[config.mk]
export PLATFORM = sky130hd
export DESIGN_NAME = latch_write_sequencer
export DESIGN_NICKNAME = d
export VERILOG_FILES = /design/src/rtl/latch_ctrl_pkg.sv /design/src/rtl/rr_arbiter2.sv /design/src/rtl/latch_write_sequencer.sv
export SDC_FILE = /design/constraint.sdc
export NUM_CORES = 1
export LEC_CHECK = 0
export ABC_AREA = 1
export BUFFER_PORTS_ARGS = -buffer_cell sky130_fd_sc_hd__buf_4
export CAP_MARGIN = 20
export CELL_PAD_IN_SITES_DETAIL_PLACEMENT = 0
export CELL_PAD_IN_SITES_GLOBAL_PLACEMENT = 1
export CORE_MARGIN = 4
export CORE_UTILIZATION = 28
export CTS_CLUSTER_DIAMETER = 60
export DETAILED_ROUTE_END_ITERATION = 8
export PLACE_DENSITY = 0.81
export SETUP_SLACK_MARGIN = 0.2
export SLEW_MARGIN = 20
export SYNTH_ARGS = -nofsm -noshare
export SYNTH_HDL_FRONTEND = slang
export SYNTH_HIERARCHICAL = 1
export SYNTH_SLANG_ARGS = --single-unit
[constraint.sdc]
create_clock -name CLK -period 1.2 [get_ports CLK]
set_input_delay 0.12 -clock CLK [delete_from_list [all_inputs] [get_ports CLK]]
set_output_delay 0.12 -clock CLK [all_outputs]
set_load 0.03 [all_outputs]
[src/rtl/latch_ctrl_pkg.sv]
// Shared definitions for the latch write sequencer: state encoding and
// counter sizing helper.
package latch_ctrl_pkg;

    typedef enum logic [2:0] {
        ST_IDLE,
        ST_SETUP,
        ST_ENABLE,
        ST_HOLD,
        ST_CHECK
    } state_e;

    // Counter holds at most max(window)-1, so clog2(max) bits, never below 1.
    function automatic int cnt_width(input int a, input int b, input int c);
        int m;
        m = a;
        if (b > m) m = b;
        if (c > m) m = c;
        return (m <= 1) ? 1 : $clog2(m);
    endfunction

endpackage

[src/rtl/rr_arbiter2.sv]
// Two-requester round-robin arbiter: pointer selects the winner on a tie and
// moves to the loser whenever a grant is taken.
module rr_arbiter2 (
    input  logic [1:0] req,
    input  logic       ptr,
    input  logic       advance,
    output logic [1:0] gnt,
    output logic       ptr_next
);

    always_comb begin
        gnt = 2'b00;
        case (req)
            2'b01:   gnt = 2'b01;
            2'b10:   gnt = 2'b10;
            2'b11:   gnt = ptr ? 2'b10 : 2'b01;
            default: gnt = 2'b00;
        endcase
        ptr_next = ptr;
        if (advance && (req != 2'b00))
            ptr_next = gnt[0];
    end

endmodule

[src/rtl/latch_write_sequencer.sv]
// Arbitrates two writers onto a shared D-latch bank and sequences the latch
// enable through setup / enable / hold windows, then checks the readback.
module latch_write_sequencer
    import latch_ctrl_pkg::*;
#(
    parameter int WIDTH        = 8,
    parameter int SETUP_CYCLES = 1,
    parameter int EN_CYCLES    = 2,
    parameter int HOLD_CYCLES  = 1
) (
    input  logic             CLK,
    input  logic             RST,
    input  logic [1:0]       REQ,
    input  logic [WIDTH-1:0] DATA0,
    input  logic [WIDTH-1:0] DATA1,
    output logic [1:0]       GNT,
    output logic             DONE,
    output logic             BUSY,
    output logic             ERR,
    output logic [WIDTH-1:0] LD,
    output logic             LC,
    input  logic [WIDTH-1:0] Q
);

    localparam int CNT_W = cnt_width(SETUP_CYCLES, EN_CYCLES, HOLD_CYCLES);
    localparam logic [CNT_W-1:0] SETUP_LD = CNT_W'(SETUP_CYCLES - 1);
    localparam logic [CNT_W-1:0] EN_LD    = CNT_W'(EN_CYCLES - 1);
    localparam logic [CNT_W-1:0] HOLD_LD  = CNT_W'(HOLD_CYCLES - 1);

    state_e           state_q, state_d;
    logic [CNT_W-1:0] cnt_q, cnt_d;
    logic             ptr_q, ptr_d;
    logic [1:0]       gnt_q, gnt_d;
    logic             done_q, done_d;
    logic             busy_q, busy_d;
    logic             err_q, err_d;
    logic [WIDTH-1:0] ld_q, ld_d;
    logic             lc_q, lc_d;

    logic [1:0] arb_gnt;
    logic       arb_ptr_next;
    logic       arb_adv;

    assign arb_adv = (state_q == ST_IDLE) && (REQ != 2'b00);

    rr_arbiter2 u_arb (
        .req      (REQ),
        .ptr      (ptr_q),
        .advance  (arb_adv),
        .gnt      (arb_gnt),
        .ptr_next (arb_ptr_next)
    );

    always_comb begin
        state_d = state_q;
        cnt_d   = cnt_q;
        ptr_d   = ptr_q;
        gnt_d   = gnt_q;
        done_d  = 1'b0;
        err_d   = err_q;
        ld_d    = ld_q;
        lc_d    = lc_q;
        case (state_q)
            ST_IDLE: begin
                // LD is loaded only here, so it is frozen for the whole latch window.
                if (arb_adv) begin
                    gnt_d   = arb_gnt;
                    ptr_d   = arb_ptr_next;
                    ld_d    = arb_gnt[1] ? DATA1 : DATA0;
                    cnt_d   = SETUP_LD;
                    state_d = ST_SETUP;
                end
            end
            ST_SETUP: begin
                if (cnt_q == '0) begin
                    state_d = ST_ENABLE;
                    cnt_d   = EN_LD;
                    lc_d    = 1'b1;
                end else begin
                    cnt_d = cnt_q - CNT_W'(1);
                end
            end
            ST_ENABLE: begin
                if (cnt_q == '0) begin
                    state_d = ST_HOLD;
                    cnt_d   = HOLD_LD;
                    lc_d    = 1'b0;
                end else begin
                    cnt_d = cnt_q - CNT_W'(1);
                end
            end
            ST_HOLD: begin
                if (cnt_q == '0) begin
                    state_d = ST_CHECK;
                    done_d  = 1'b1;
                    if (Q != ld_q)
                        err_d = 1'b1;
                end else begin
                    cnt_d = cnt_q - CNT_W'(1);
                end
            end
            ST_CHECK: begin
                state_d = ST_IDLE;
                gnt_d   = 2'b00;
            end
            default: state_d = ST_IDLE;
        endcase
        busy_d = (state_d != ST_IDLE);
    end

    always_ff @(posedge CLK) begin
        if (RST) begin
            state_q <= ST_IDLE;
            cnt_q   <= '0;
            ptr_q   <= 1'b0;
            gnt_q   <= 2'b00;
            done_q  <= 1'b0;
            busy_q  <= 1'b0;
            err_q   <= 1'b0;
            ld_q    <= '0;
            lc_q    <= 1'b0;
        end else begin
            state_q <= state_d;
            cnt_q   <= cnt_d;
            ptr_q   <= ptr_d;
            gnt_q   <= gnt_d;
            done_q  <= done_d;
            busy_q  <= busy_d;
            err_q   <= err_d;
            ld_q    <= ld_d;
            lc_q    <= lc_d;
        end
    end

    assign GNT  = gnt_q;
    assign DONE = done_q;
    assign BUSY = busy_q;
    assign ERR  = err_q;
    assign LD   = ld_q;
    assign LC   = lc_q;

endmodule

# Word-level counts from Yosys, hierarchy flattened

Index checks and enable logic that the tools add are counted.

Flip-flop bits (word level): 19
Latch bits: 0
Memory bits (writable): 0
ROM bits: 0
Bits of input ports: 28
Output and inout port bits: 14
Word-level logic and storage cells: 57
Memories kept: 0

Add/sub/neg operators: 1
$mul: 0
Div/mod/pow operators: 0
Magnitude comparators: 0
Equality and inequality tests: 11
Shift operators: 0
Multiplexer cells: 18
Bitwise logic cells: 2
Reduce and logical (&&, ||, !) cells: 16

Operators with widths:

| cell                                          | number |
|---|---|
| two-way mux 3 bit                             | 4 |
| case mux 3 bit (4 select lines)               | 1 |
| AND reduction 3 bit                           | 3 |
| two-way mux 8 bit                             | 1 |
| != test 8 bit                                 | 1 |
| == test 3 x 2 -> 1 bit, second input constant | 2 |
| two-way mux 1 bit                             | 6 |
| case mux 2 bit (3 select lines)               | 1 |
| AND reduction 2 bit                           | 3 |
| nonzero test 2 bit                            | 3 |
| nonzero test 3 bit                            | 2 |
| == test 2 bit, second input constant          | 2 |
| two-way mux 2 bit                             | 2 |
| != test 2 bit, second input constant          | 2 |
| case mux 2 bit (2 select lines)               | 1 |
| OR reduction 2 bit                            | 2 |
| == test 3 x 1 -> 1 bit, second input constant | 1 |
| == test 3 bit, second input constant          | 1 |
| zero test 3 bit                               | 1 |
| case mux 1 bit (3 select lines)               | 1 |
| == test 2 x 1 -> 1 bit, second input constant | 1 |
| logical AND 1 bit                             | 2 |
| != test 2 x 1 -> 1 bit, second input constant | 1 |
| inverter 1 bit                                | 2 |
| other kinds (2)                               | 2 |

# Longest topological paths before layout

Gate-level depths: netlist of the first run.

Depth in word-level cells: 5
Mapped depth: 9

# By module

The synthesis of the first run kept the hierarchy.

By module, submodules not included:

| module                | times used | cells an instance | area each (um2) |
|---|---|---|---|
| latch_write_sequencer | 1          | 142               | 943.4 |
| rr_arbiter2           | 1          | 7                 | 35.0 |

# Worst setup path after synthesis of the first run

OpenSTA, ideal clock, no wires.

Path kind: register to register
Start: register ptr_q
End: register ld_q[4] (netlist: LD[4])
Arrival: 1.187 ns
Data required time: 1.081 ns
Setup slack: -0.106 ns
Cell stages (with the launch flop): 7
Period minus slack after synthesis: 1.306 ns
Path through: dfxtp_1 inv_1 a21boi_1 buf_4 o21ai_0 o21ai_0 a21oi_1

Cells in the longest elaborated chain, start to end: 3

Ends and longest elaborated chain:

| item                            | line                         | source |
|---|---|---|
| start: declaration              | latch_write_sequencer.sv:32  | `logic ptr_q, ptr_d;` |
| start signal: assignment        | latch_write_sequencer.sv:125 | `ptr_q <= ptr_d;` |
| two-way mux 2 bit               | rr_arbiter2.sv:16            | `2'b11: gnt = ptr ? 2'b10 : 2'b01;` |
| case mux 2 bit (3 select lines) | rr_arbiter2.sv:13            | `case (req)` |
| via arb_gnt[1]                  | latch_write_sequencer.sv:40  | `logic [1:0] arb_gnt;` |
| two-way mux 8 bit               | latch_write_sequencer.sv:69  | `ld_d = arb_gnt[1] ? DATA1 : DATA0;` |
| end signal: assignment          | latch_write_sequencer.sv:130 | `ld_q <= ld_d;` |
| end: declaration                | latch_write_sequencer.sv:37  | `logic [WIDTH-1:0] ld_q, ld_d;` |

The timed path passes the listed nets, and every way through them passes these cells.
A chain may end at the register's enable or synchronous reset.

# Final worst setup path of the first run

Start: register state_q[1]
End: register ptr_q

Cells in the longest elaborated chain, start to end: 4

Ends and longest elaborated chain:

| item                                     | line                         | source |
|---|---|---|
| start: declaration                       | latch_write_sequencer.sv:30  | `state_e state_q, state_d;` |
| start signal: assignment                 | latch_write_sequencer.sv:123 | `state_q <= state_d;` |
| zero test 3 bit (*)                      | latch_write_sequencer.sv:44  | `assign arb_adv = (state_q == ST_IDLE) && (REQ != 2'b00);` |
| logical AND 1 bit (*)                    | latch_write_sequencer.sv:44  |  |
| via arb_adv                              | latch_write_sequencer.sv:42  | `logic arb_adv;` |
| logical AND 1 bit                        | rr_arbiter2.sv:20            | `if (advance && (req != 2'b00))` |
| AND reduction 3 bit (no source line) (*) | n/a                          |  |

Mark *: on every way through the listed nets, which the timed path passes. The rest lies on a longest branch.

==> results of run 1 <==
==> registers in the layout, summed over array words and instances (netlist names) <==
| signal | flops |
|---|---|
| BUSY | 1 |
| ptr_q | 1 |
| cnt_q | 1 |
| DONE | 1 |
| GNT | 2 |
| ERR | 1 |
| LD | 8 |
| LC | 1 |
| state_q | 3 |
==> what timing repair did <==
action	CTS	global route
endpoints found under the setup margin	13	23
pin swaps	9	15
gates cloned	1	0
hold buffers	0	0
gates resized for setup	15	36
setup buffers	6	8
==> final cells by class <==
type | count | area share, %
clock inverters | 1 | 0.299
repair buffers | 60 | 29.0
well taps | 46 | 3.44
clock buffers | 3 | 1.35
flip-flops and latches | 19 | 23.8
multi-input cells | 102 | 35.9
inverters | 26 | 6.29
==> metal layers <==
layer	up-vias	part of all wire (%)	global-route usage, %
li1	587	-	-
met1	466	41	14.2
met2	25	52	21.1
met3	4	5.2	2.87
met4	0	1.7	3.80
met5	-	0	0
==> metrics by stage <==
step | TNS, ps | cell area (um2) | util [%]
6_report | 0 | 1670 | 49.7
5_1_grt | -347 | 1670 | 49.7
4_1_cts | 0 | 1510 | 44.8
3_5_place_dp | 0 | 1380 | 40.9
3_3_place_gp | 0 | 1380 | 40.9
2_1_floorplan | 0 | 1000 | -
==> layout by cell type (no fill, tap or decap) <==
master | Yosys | layout
buf_4 | 1 | 51
nand2_1 | 51 | 44
inv_1 | 24 | 21
a21oi_1 | 14 | 10
dfxtp_1 | 19 | 9
buf_6 | 1 | 9
dfxtp_2 | 0 | 8
o21ai_1 | 0 | 8
nor2_1 | 8 | 7
nand2_2 | 0 | 5
a21oi_2 | 0 | 4
inv_2 | 1 | 3
nand3_2 | 0 | 3
o21ai_2 | 0 | 3
clkbuf_4 | 0 | 3
nand3_4 | 1 | 2
xnor2_1 | 3 | 2
o21ai_0 | 13 | 2
nand3_1 | 5 | 2
dfxtp_4 | 0 | 2
nor2_4 | 1 | 1
inv_4 | 0 | 1
clkinv_4 | 0 | 1
xnor2_2 | 0 | 1
nor2_2 | 0 | 1
nand2_8 | 0 | 1
nor3_2 | 2 | 1
nor3_4 | 0 | 1
nand2_4 | 0 | 1
nor3_1 | 1 | 1
clkinv_2 | 1 | 1
a21boi_4 | 0 | 1
a21boi_0 | 1 | 1
==> path summary, 6_finish.rpt <==
path / startpoint / end / slack [ps] / cells past startpoint
max reg2reg: state_q[1] / ptr_q / 20 / 7
min: RST / GNT[1] / 70 / 2
max: state_q[1] / ptr_q / 20 / 7
min reg2reg: GNT[1] / GNT[1] / 470 / 2
==> cell families (layout without fill, tap and decap cells) <==
family	Yosys count	in the layout	share of synthesized area (%)
DFF	19	19	38.9
AOI/OAI and AO/OA	29	29	15.3
xor gates and xnor gates	3	3	2.69
and+or+nand+nor	69	70	30.7
buffers and inverters	29	90	12.4
==> power by group through the flow <==
stage	sequential, mW	clock [mW]	combinational [mW]
6_report	0.837	0.328	1.17
3_3_place_gp	0.833	0	0.830
3_5_place_dp	0.835	0	0.833
5_1_grt	0.850	0.374	1.28
4_1_cts	0.823	0.346	0.972
2_1_floorplan	0.971	0	0.404
==> flow_summary_export.csv, run 1 <==
group,metric,value,unit
die,die_w,67.1,um
detailed_routing,drtPass1Iterations,4,
timing,slew_violations,0,
logic_synthesis,synth-seq-cells,19,
finish,layout-drive-gt1-share,49.3,%
setup_path,crit_family,"simple AND/OR/NAND/NOR gates",
logic_synthesis,netlist_top_cells_count,"nand2_1 (51), inv_1 (24), dfxtp_1 (19)",
logic_synthesis,yosysMostFrequentCell,"nand2_1",
setup_path,worst-path-max-fanout,7,
global_routing,grt_pass1_wl,4.17,mm
timing,worst_pin_slew,201,ps
detailed_routing,wl,2.65,mm
die,rows,21,
run,drv_cap,0,
logic_synthesis,synth_area_leaders,"dfxtp_1 (39%), nand2_1 (20%), inv_1 (9.2%)",
timing,finClkSkew,1.04,ps
power,cellPowerDensity,1400,nW/um2
timing,whs,69.1,ps
timing,period_needed,1180,ps
logic_synthesis,ys_types,19,
timing,final_hold_viol_count,0,
timing,rsz0062_at_grt,"true",
power,combinationalPowerShare,50.1,%
logic_synthesis,yosysWarnings,6,
die,chipHeight,67.1,um
setup_path,cp_slowest_stage_delay,380,ps
setup_path,worstSetupStartpointType,"register",
finish,diodes,0,
timing,setup_viol,0,
die,core,3360,um2
setup_path,worstPathArrival,1420,ps
place,dpl.hpwl,1.90,mm
global_routing,grt.total_usage,12.0,%
power,leakage,0.829,nW
timing,slew_headroom,86.5,%
detailed_routing,viasPerCell,4.21,
timing,fin_crit_sh,98.3,%
logic_synthesis,synth_top_area_share,38.9,%
detailed_routing,postRouteAntennaNets,0,
clock_tree,htreeDepth,1,
die,io_pins,42,
finish,multi_input_area,599,um2
clock_tree,clk_latency,300,ps
setup_path,crit_chain,"nor2_4 > nand3_4 > clkinv_4 > nand3_1 > nand2_1 > nand2_1 > a21oi_1",
setup_path,cpMostUsedCell,"nand2_1",
status,status,"completed",
power,ir_drop,0.598,mV
logic_synthesis,syn_area,978,um2
logic_synthesis,synth_cells,149,
detailed_routing,wl_per_cell,10.3,um
finish,nNetsFinal,240,
detailed_routing,drc,0,
detailed_routing,detail_route.iter0.violations,33,
power,clockPowerShare,14.0,%
clock_tree,clkSlewWorstSetupHoldPaths,110,ps
setup_path,slowest_stage,"dfxtp_4",
clock_tree,cts_buffers,3,
die,die_area,4500,um2
clock_tree,root_buffer,"clkbuf_4",
power,switching_share,38.7,%
die,start_util,29.1,%
finish,num-fill-cells,356,
global_routing,gr-total-overflow,0,
power,pwr-share-seq,35.8,%
power,internal_power,1.43,mW
place,place.gp.congestion,0.818,
global_routing,antenna_found_initial,0,
finish,layout.area.seq,398,um2
setup_path,path_class,"reg -> reg",
global_routing,grt_pass1_vias,980,
logic_synthesis,synth_top_area_cell,"dfxtp_1",
place,place_ws,16.2,ps
setup_path,critPathBufInv,1,
logic_synthesis,postSynthAreaPerCell,6.57,um2
finish,synthToLayoutAreaGrowth,70.8,%
detailed_routing,via_count,1082,
setup_path,cp-end-kind,"register",
place,port_buffers,41,
clock_tree,cts_tree,"done",
power,total_power,2.34,mW
logic_synthesis,ys_seq_area_share,38.9,%
finish,instances_no_fill,257,
logic_synthesis,syn_nets,177,
timing,max_clock_freq,848,MHz
logic_synthesis,synth_flop_cell,"dfxtp_1",
timing,setup_slack,20.6,ps
global_routing,grt_max_degree,14,
power,switchingPower,0.904,mW
clock_tree,clockBufferDepth,2,
place,dp.cells,238,
logic_synthesis,async_flop_share,0,%
setup_path,required,1440,ps
clock_tree,cts_num_sinks,19,
min_path,min_path_type,"in -> reg",
logic_synthesis,synth_edf_count,0,
(Power assumes the default switching activity.)
==> run 2, diff against run 1 <==
--- a/config.mk
+++ b/config.mk
@@ -10,6 +10,7 @@
 export CAP_MARGIN = 20
 export CELL_PAD_IN_SITES_DETAIL_PLACEMENT = 0
 export CELL_PAD_IN_SITES_GLOBAL_PLACEMENT = 1
+export CORE_ASPECT_RATIO = 2
 export CORE_MARGIN = 4
 export CORE_UTILIZATION = 28
 export CTS_CLUSTER_DIAMETER = 60
==> run 2 against run 1 <==
  * The run now ends with negative setup slack left
  * Hold slack gained 50 ps
  * Register-to-register slack worse by 50 ps
  * Via count hardly changed
  * Die area up 1.3%
  * Non-clock buffer count shrank 5
  * Design area is 3.0% lower
  * Critical path depth did not move
  * Sequential power grew 1%
  * Count of clock-buffer cells in the layout is the same
  * Clock skew barely moved
  * Critical endpoint is now LD[2]
==> flow_summary_export.csv, run 2 (synthesis results as in run 1) <==
group,metric,value,unit
detailed_routing,wl_met3,120,um
global_routing,grt_pass1_vias,1077,
detailed_routing,top_layer_used,"met4",
finish,layout.area.seq,394,um2
power,internal_power,1.51,mW
setup_path,worstPathArrival,1430,ps
setup_path,cp-end-kind,"register",
timing,setup_viol,3,
clock_tree,cts_num_sinks,19,
clock_tree,cts_hold_buf,0,
detailed_routing,viasPerCell,4.57,
setup_path,path_class,"reg -> reg",
place,place.gp.congestion,0.699,
finish,num-fill-cells,353,
die,die_w,49.8,um
finish,design_area,1620,um2
timing,fin_crit_sh,102,%
setup_path,cp_slowest_stage_delay,360,ps
die,io_pins,42,
timing,period_needed,1230,ps
clock_tree,clk_latency,260,ps
finish,final_common_cell,"buf_4",
finish,layout-drive-gt1-share,47.3,%
timing,slew_headroom,83.1,%
global_routing,grt.total_usage,12.0,%
power,switching_share,37.5,%
place,port_buffers,41,
power,total_power,2.42,mW
die,core,3380,um2
finish,synthToLayoutAreaGrowth,65.7,%
timing,rsz0062_at_grt,"true",
timing,slew_violations,0,
status,violations,"negative setup slack",
global_routing,antenna_found_initial,0,
finish,diodes,0,
detailed_routing,met1_length,1.01,mm
run,drv_cap,0,
power,clockPowerShare,18.9,%
detailed_routing,via_count,1083,
status,status,"finished with violations",
place,post_dp_cell_area,1360,um2
detailed_routing,postRouteAntennaNets,0,
setup_path,crit_chain,"inv_2 > a21boi_4 > buf_6 > nand2_1 > o21ai_0 > nand2_1 > a21oi_1",
setup_path,worst-path-max-fanout,7,
clock_tree,cts_buffers,3,
clock_tree,cts_tree,"done",
global_routing,grt_max_degree,14,
power,switchingPower,0.906,mW
setup_path,crit_family,"compound AO/OA/AOI/OAI gates",
timing,setup_slack,-26.1,ps
finish,final_cell_mix,"buf_4 (48), nand2_1 (41), inv_1 (22)",
global_routing,grt_pass1_wl,4.34,mm
timing,worst_pin_slew,254,ps
power,leakage,0.809,nW
clock_tree,clkSlewWorstSetupHoldPaths,70,ps
detailed_routing,met2_length,1.56,mm
clock_tree,root_buffer,"clkbuf_8",
timing,tns,-46.3,ps
min_path,min_path_type,"in -> reg",
setup_path,slowest_stage,"dfxtp_2",
detailed_routing,detail_route.iter0.violations,16,
clock_tree,htreeDepth,1,
die,rows,30,
setup_path,required,1400,ps
finish,largest_register_ffs,8,
die,die_area,4560,um2
clock_tree,clockBufferDepth,2,
detailed_routing,wl,2.76,mm
finish,final_util,48.0,%
power,cellPowerDensity,1490,nW/um2
die,start_util,29.0,%
detailed_routing,drc,0,
setup_path,critPathBufInv,2,
power,pwr-share-seq,35.1,%
finish,multi_input_area,579,um2
finish,nNetsFinal,234,
timing,final_hold_viol_count,0,
detailed_routing,drtPass1Iterations,4,
power,combinationalPowerShare,45.9,%
power,ir_drop,0.798,mV
global_routing,gr-total-overflow,0,
detailed_routing,wl_per_cell,11.6,um
setup_path,worstSetupStartpointType,"register",
place,dpl.hpwl,2.03,mm
timing,finClkSkew,0.988,ps
die,chipHeight,91.6,um
setup_path,cpMostUsedCell,"nand2_1",
timing,max_clock_freq,816,MHz
[run 2: changes by cell type in the layout (fill, tap and decap cells not counted), sizes merged]
cell / delta
buf: -5
nand3: -1
[run 2: power by group through the flow]
stage | clock network (mW) | logic [mW] | registers (mW)
after floorplan | 0 | 0.404 | 0.971
after global placement | 0 | 0.841 | 0.836
after detailed placement | 0 | 0.843 | 0.837
after CTS | 0.456 | 0.967 | 0.831
after global routing | 0.487 | 1.21 | 0.869
final | 0.458 | 1.11 | 0.848
[run 2: through the flow]
stage	cells	hold WS [ps]	setup WS, ps
final	237	119	-26.1
after global routing	237	140	-99.6
after CTS	233	138	7.95
after detailed placement	223	408	-28.6
after global placement	223	405	-20.8
after floorplan	149	197	141
[run 2: layer usage]
| layer | vias to the layer above | global-route usage (%) |
|---|---|---|
| li1 | 571 | - |
| met4 | 0 | 4.85 |
| met2 | 29 | 23.3 |
| met3 | 5 | 1.48 |
| met5 | - | 0 |
| met1 | 478 | 12.3 |
[run 2: what timing repair did]
| action | CTS | global route |
|---|---|---|
| hold endpoints to repair | 0 | 0 |
| pin swaps | 7 | 11 |
| setup endpoints to repair | 16 | 16 |
| gates resized for setup | 14 | 30 |
| buffers inserted | 6 | 4 |
[run 2: final cells by class]
class                           instances  share of cell area [%]
Sequential cell                        19                    24.3
Timing Repair Buffer                   55                    28.2
Clock inverter                          1                   0.309
Clock buffer                            3                    2.55
Tap cell                               32                    2.47
Inverter                               26                    6.48
Multi-Input combinational cell        101                    35.7
[run 2: final timing paths]
| kind | startpoint | to | slack (ps) | cells after the start |
|---|---|---|---|---|
| min reg2reg | ERR | ERR | 460 | 2 |
| min | RST | LD[3] | 120 | 2 |
| max | ptr_q | LD[2] | -30 | 7 |
| max reg2reg | ptr_q | LD[2] | -30 | 7 |
[run 2: worst register-to-register path, cell delays in order (launching register included)]
cell	delay [ps]
dfxtp_2	360
inv_2	60
a21boi_4	260
buf_6	170
nand2_1	40
o21ai_0	80
nand2_1	70
a21oi_1	110
==> run 3, diff against run 2 <==
--- a/config.mk
+++ b/config.mk
@@ -5,14 +5,14 @@
 export SDC_FILE = /design/constraint.sdc
 export NUM_CORES = 1
 export LEC_CHECK = 0
-export ABC_AREA = 1
+export ABC_AREA = 0
 export BUFFER_PORTS_ARGS = -buffer_cell sky130_fd_sc_hd__buf_4
 export CAP_MARGIN = 20
 export CELL_PAD_IN_SITES_DETAIL_PLACEMENT = 0
 export CELL_PAD_IN_SITES_GLOBAL_PLACEMENT = 1
 export CORE_ASPECT_RATIO = 2
 export CORE_MARGIN = 4
-export CORE_UTILIZATION = 28
+export CORE_UTILIZATION = 31
 export CTS_CLUSTER_DIAMETER = 60
 export DETAILED_ROUTE_END_ITERATION = 8
 export PLACE_DENSITY = 0.81
==> constraint.sdc (replaced) <==
create_clock -name CLK -period 1.05 [get_ports CLK]
set_input_delay 0.105 -clock CLK [delete_from_list [all_inputs] [get_ports CLK]]
set_output_delay 0.105 -clock CLK [all_outputs]
set_load 0.03 [all_outputs]
==> run 3 against run 2 <==
  * Sequential cell count did not move
  * The flow still finishes with violations (negative setup slack)
  * Clock skew rose by 1.6 ps
  * Via count fell by 9.7%
  * Die area fell by 7.4%
  * Clock power rose by 14%
  * Wire length rose by 7.7%
  * Worst setup slack got worse by 160 ps
  * Count of clock-buffer cells in the layout did not move
  * Register-to-register slack got worse by 160 ps
==> flow_summary_export.csv, run 3 <==
group,metric,value,unit
setup_path,required,1220,ps
min_path,hold_start,"RST",
status,status,"finished with violations",
power,ir_drop,2.13,mV
logic_synthesis,synth_cells,99,
logic_synthesis,synth_top_area_share,38.3,%
detailed_routing,viasPerCell,4.87,
die,start_util,32.9,%
finish,synthToLayoutAreaGrowth,81.6,%
logic_synthesis,synth-adder-area-share,0,%
setup_path,worst-path-max-fanout,8,
logic_synthesis,postSynthAreaPerCell,10.0,um2
logic_synthesis,yosys.area_share.simple,18.3,%
timing,setup_slack,-183,ps
clock_tree,clockBufferDepth,2,
finish,final_util,59.8,%
logic_synthesis,yosysMostFrequentCell,"dfxtp_1",
min_path,min_path_type,"in -> reg",
place,port_buffers,41,
finish,multi_input_area,621,um2
place,dpl.hpwl,2.11,mm
logic_synthesis,synth_xor_area_share,7.94,%
logic_synthesis,synth_edf_count,0,
setup_path,path_class,"reg -> reg",
logic_synthesis,synth_mux_area_share,9.08,%
setup_path,cpMostUsedCell,"buf_6",
clock_tree,cts_tree,"done",
status,violations,"negative setup slack",
setup_path,worstSetupStartpointType,"register",
detailed_routing,drtPass1Iterations,3,
setup_path,worstPathArrival,1410,ps
finish,final_common_cell,"buf_4",
place,place.gp.congestion,0.771,
clock_tree,cts_hold_buf,0,
place,post_dp_cell_area,1440,um2
power,total_power,5.11,mW
clock_tree,root_buffer,"clkbuf_8",
clock_tree,clkSlewWorstSetupHoldPaths,70,ps
timing,final_hold_viol_count,0,
detailed_routing,via_count,978,
finish,largest_register_ffs,8,
clock_tree,clk_latency,260,ps
die,rows,28,
timing,max_clock_freq,811,MHz
timing,setup_viol,16,
detailed_routing,wl_per_cell,14.8,um
finish,layout.area.seq,422,um2
global_routing,grt.total_usage,14.9,%
power,cellPowerDensity,2840,nW/um2
logic_synthesis,synth-seq-cells,19,
timing,rsz0062_at_grt,"true",
finish,design_area,1800,um2
global_routing,gr-total-overflow,0,
timing,slew_violations,0,
setup_path,reg2reg_from,"state_q[0]",
setup_path,cp_slowest_stage_delay,360,ps
logic_synthesis,netlist_top_cells_count,"dfxtp_1 (19), mux2i_1 (9), xnor2_1 (9)",
logic_synthesis,syn_area,992,um2
timing,worst_pin_slew,306,ps
clock_tree,cts_num_sinks,19,
logic_synthesis,async_flop_share,0,%
run,drv_cap,0,
setup_path,slowest_stage,"dfxtp_2",
die,die_area,4220,um2
global_routing,grt_pass1_vias,1008,
finish,nNetsFinal,200,
die,chipHeight,88.0,um
finish,num-fill-cells,261,
finish,final_cell_mix,"buf_4 (51), buf_6 (22), dfxtp_2 (9), xnor2_1 (9)",
finish,layout-drive-gt1-share,76.0,%
detailed_routing,postRouteAntennaNets,0,
global_routing,antenna_found_initial,0,
power,leakage,0.765,nW
global_routing,grt_pass1_wl,4.53,mm
logic_synthesis,synth_area_leaders,"dfxtp_1 (38%), a211oi_2 (10%), mux2i_1 (9.1%)",
logic_synthesis,ys_seq_area_share,38.3,%
detailed_routing,drc,0,
logic_synthesis,synth_top_family_by_area,"compound AO/OA/AOI/OAI gates",
setup_path,cp-startpoint,"state_q[0]",
global_routing,grt_max_degree,13,
timing,fin_crit_sh,117,%
logic_synthesis,syn_nets,127,
logic_synthesis,synth_flop_cell,"dfxtp_1",
timing,slew_headroom,79.4,%
finish,diodes,0,
timing,whs,62.6,ps
clock_tree,cts_buffers,3,
detailed_routing,wl,2.97,mm
place,dp.cells,177,
logic_synthesis,synth_top_area_cell,"dfxtp_1",
detailed_routing,detail_route.iter0.violations,7,
die,die_w,48.0,um
place,place_ws,-168,ps
die,core,3010,um2
logic_synthesis,yosysWarnings,6,
die,io_pins,42,
logic_synthesis,ys_types,27,
setup_path,crit_chain,"nor2_4 > and3b_4 > buf_4 > buf_6 > buf_6 > a211oi_2",
setup_path,cp-end-kind,"register",
finish,instances_no_fill,201,
timing,finClkSkew,2.58,ps
timing,period_needed,1230,ps
timing,tns,-1380,ps
logic_synthesis,synth_compound_area_share,19.7,%
clock_tree,htreeDepth,1,
run 3: logic make-up after synthesis:
group | after synthesis
AOI/OAI and AO/OA | 22
xor gates and xnor gates | 9
buffers and inverters | 9
DFF | 19
muxes | 9
and+or+nand+nor | 31
run 3: timing repair:
| item | in CTS | in global routing |
|---|---|---|
| gates resized for setup | 35 | 13 |
| endpoints found under the setup margin | 31 | 33 |
| buffers inserted | 11 | 8 |
| endpoints found under the hold margin | 0 | 0 |
| cloned | 1 | 0 |
| pin swaps | 12 | 6 |
run 3: layer usage:
metal / GRT usage (%) / routed length, um / up-vias
met2: 26.7 / 1760 / 25
met1: 16.3 / 1000 / 455
met4: 4.41 / 43 / 0
met5: 0 / 0 / -
met3: 3.50 / 163 / 6
li1: - / - / 492
run 3: cell type report:
cell class / instances / area share [%]
well taps: 30 / 2.08
multi-input cells: 71 / 34.4
flip-flops and latches: 19 / 23.4
clock inverters: 1 / 0.417
clock buffers: 3 / 2.29
inverters: 2 / 0.417
repair buffers: 75 / 36.9
run 3: path summary, 6_finish.rpt:
kind	to	slack, ps	depth (start not counted)
setup / recovery	LD[5]	-180	6
hold reg to reg	ERR	470	2
setup reg to reg	LD[5]	-180	6
hold / removal	LD[6]	60	2
run 3: critical path: cells and delay by family, from the launching register on:
family / cells / cell delay (ps)
compound gates: 1 / 160
buf+inv: 3 / 360
flops: 1 / 360
simple gates: 2 / 260
run 3: report_power, final:
part           leakage [nW]  total (mW)  internal [mW]  switching, mW
registers             0.165        1.32           1.07          0.252
logic                 0.579        3.27           1.81           1.46
clock network        0.0217       0.521          0.267          0.253
total                 0.765        5.11           3.14           1.97
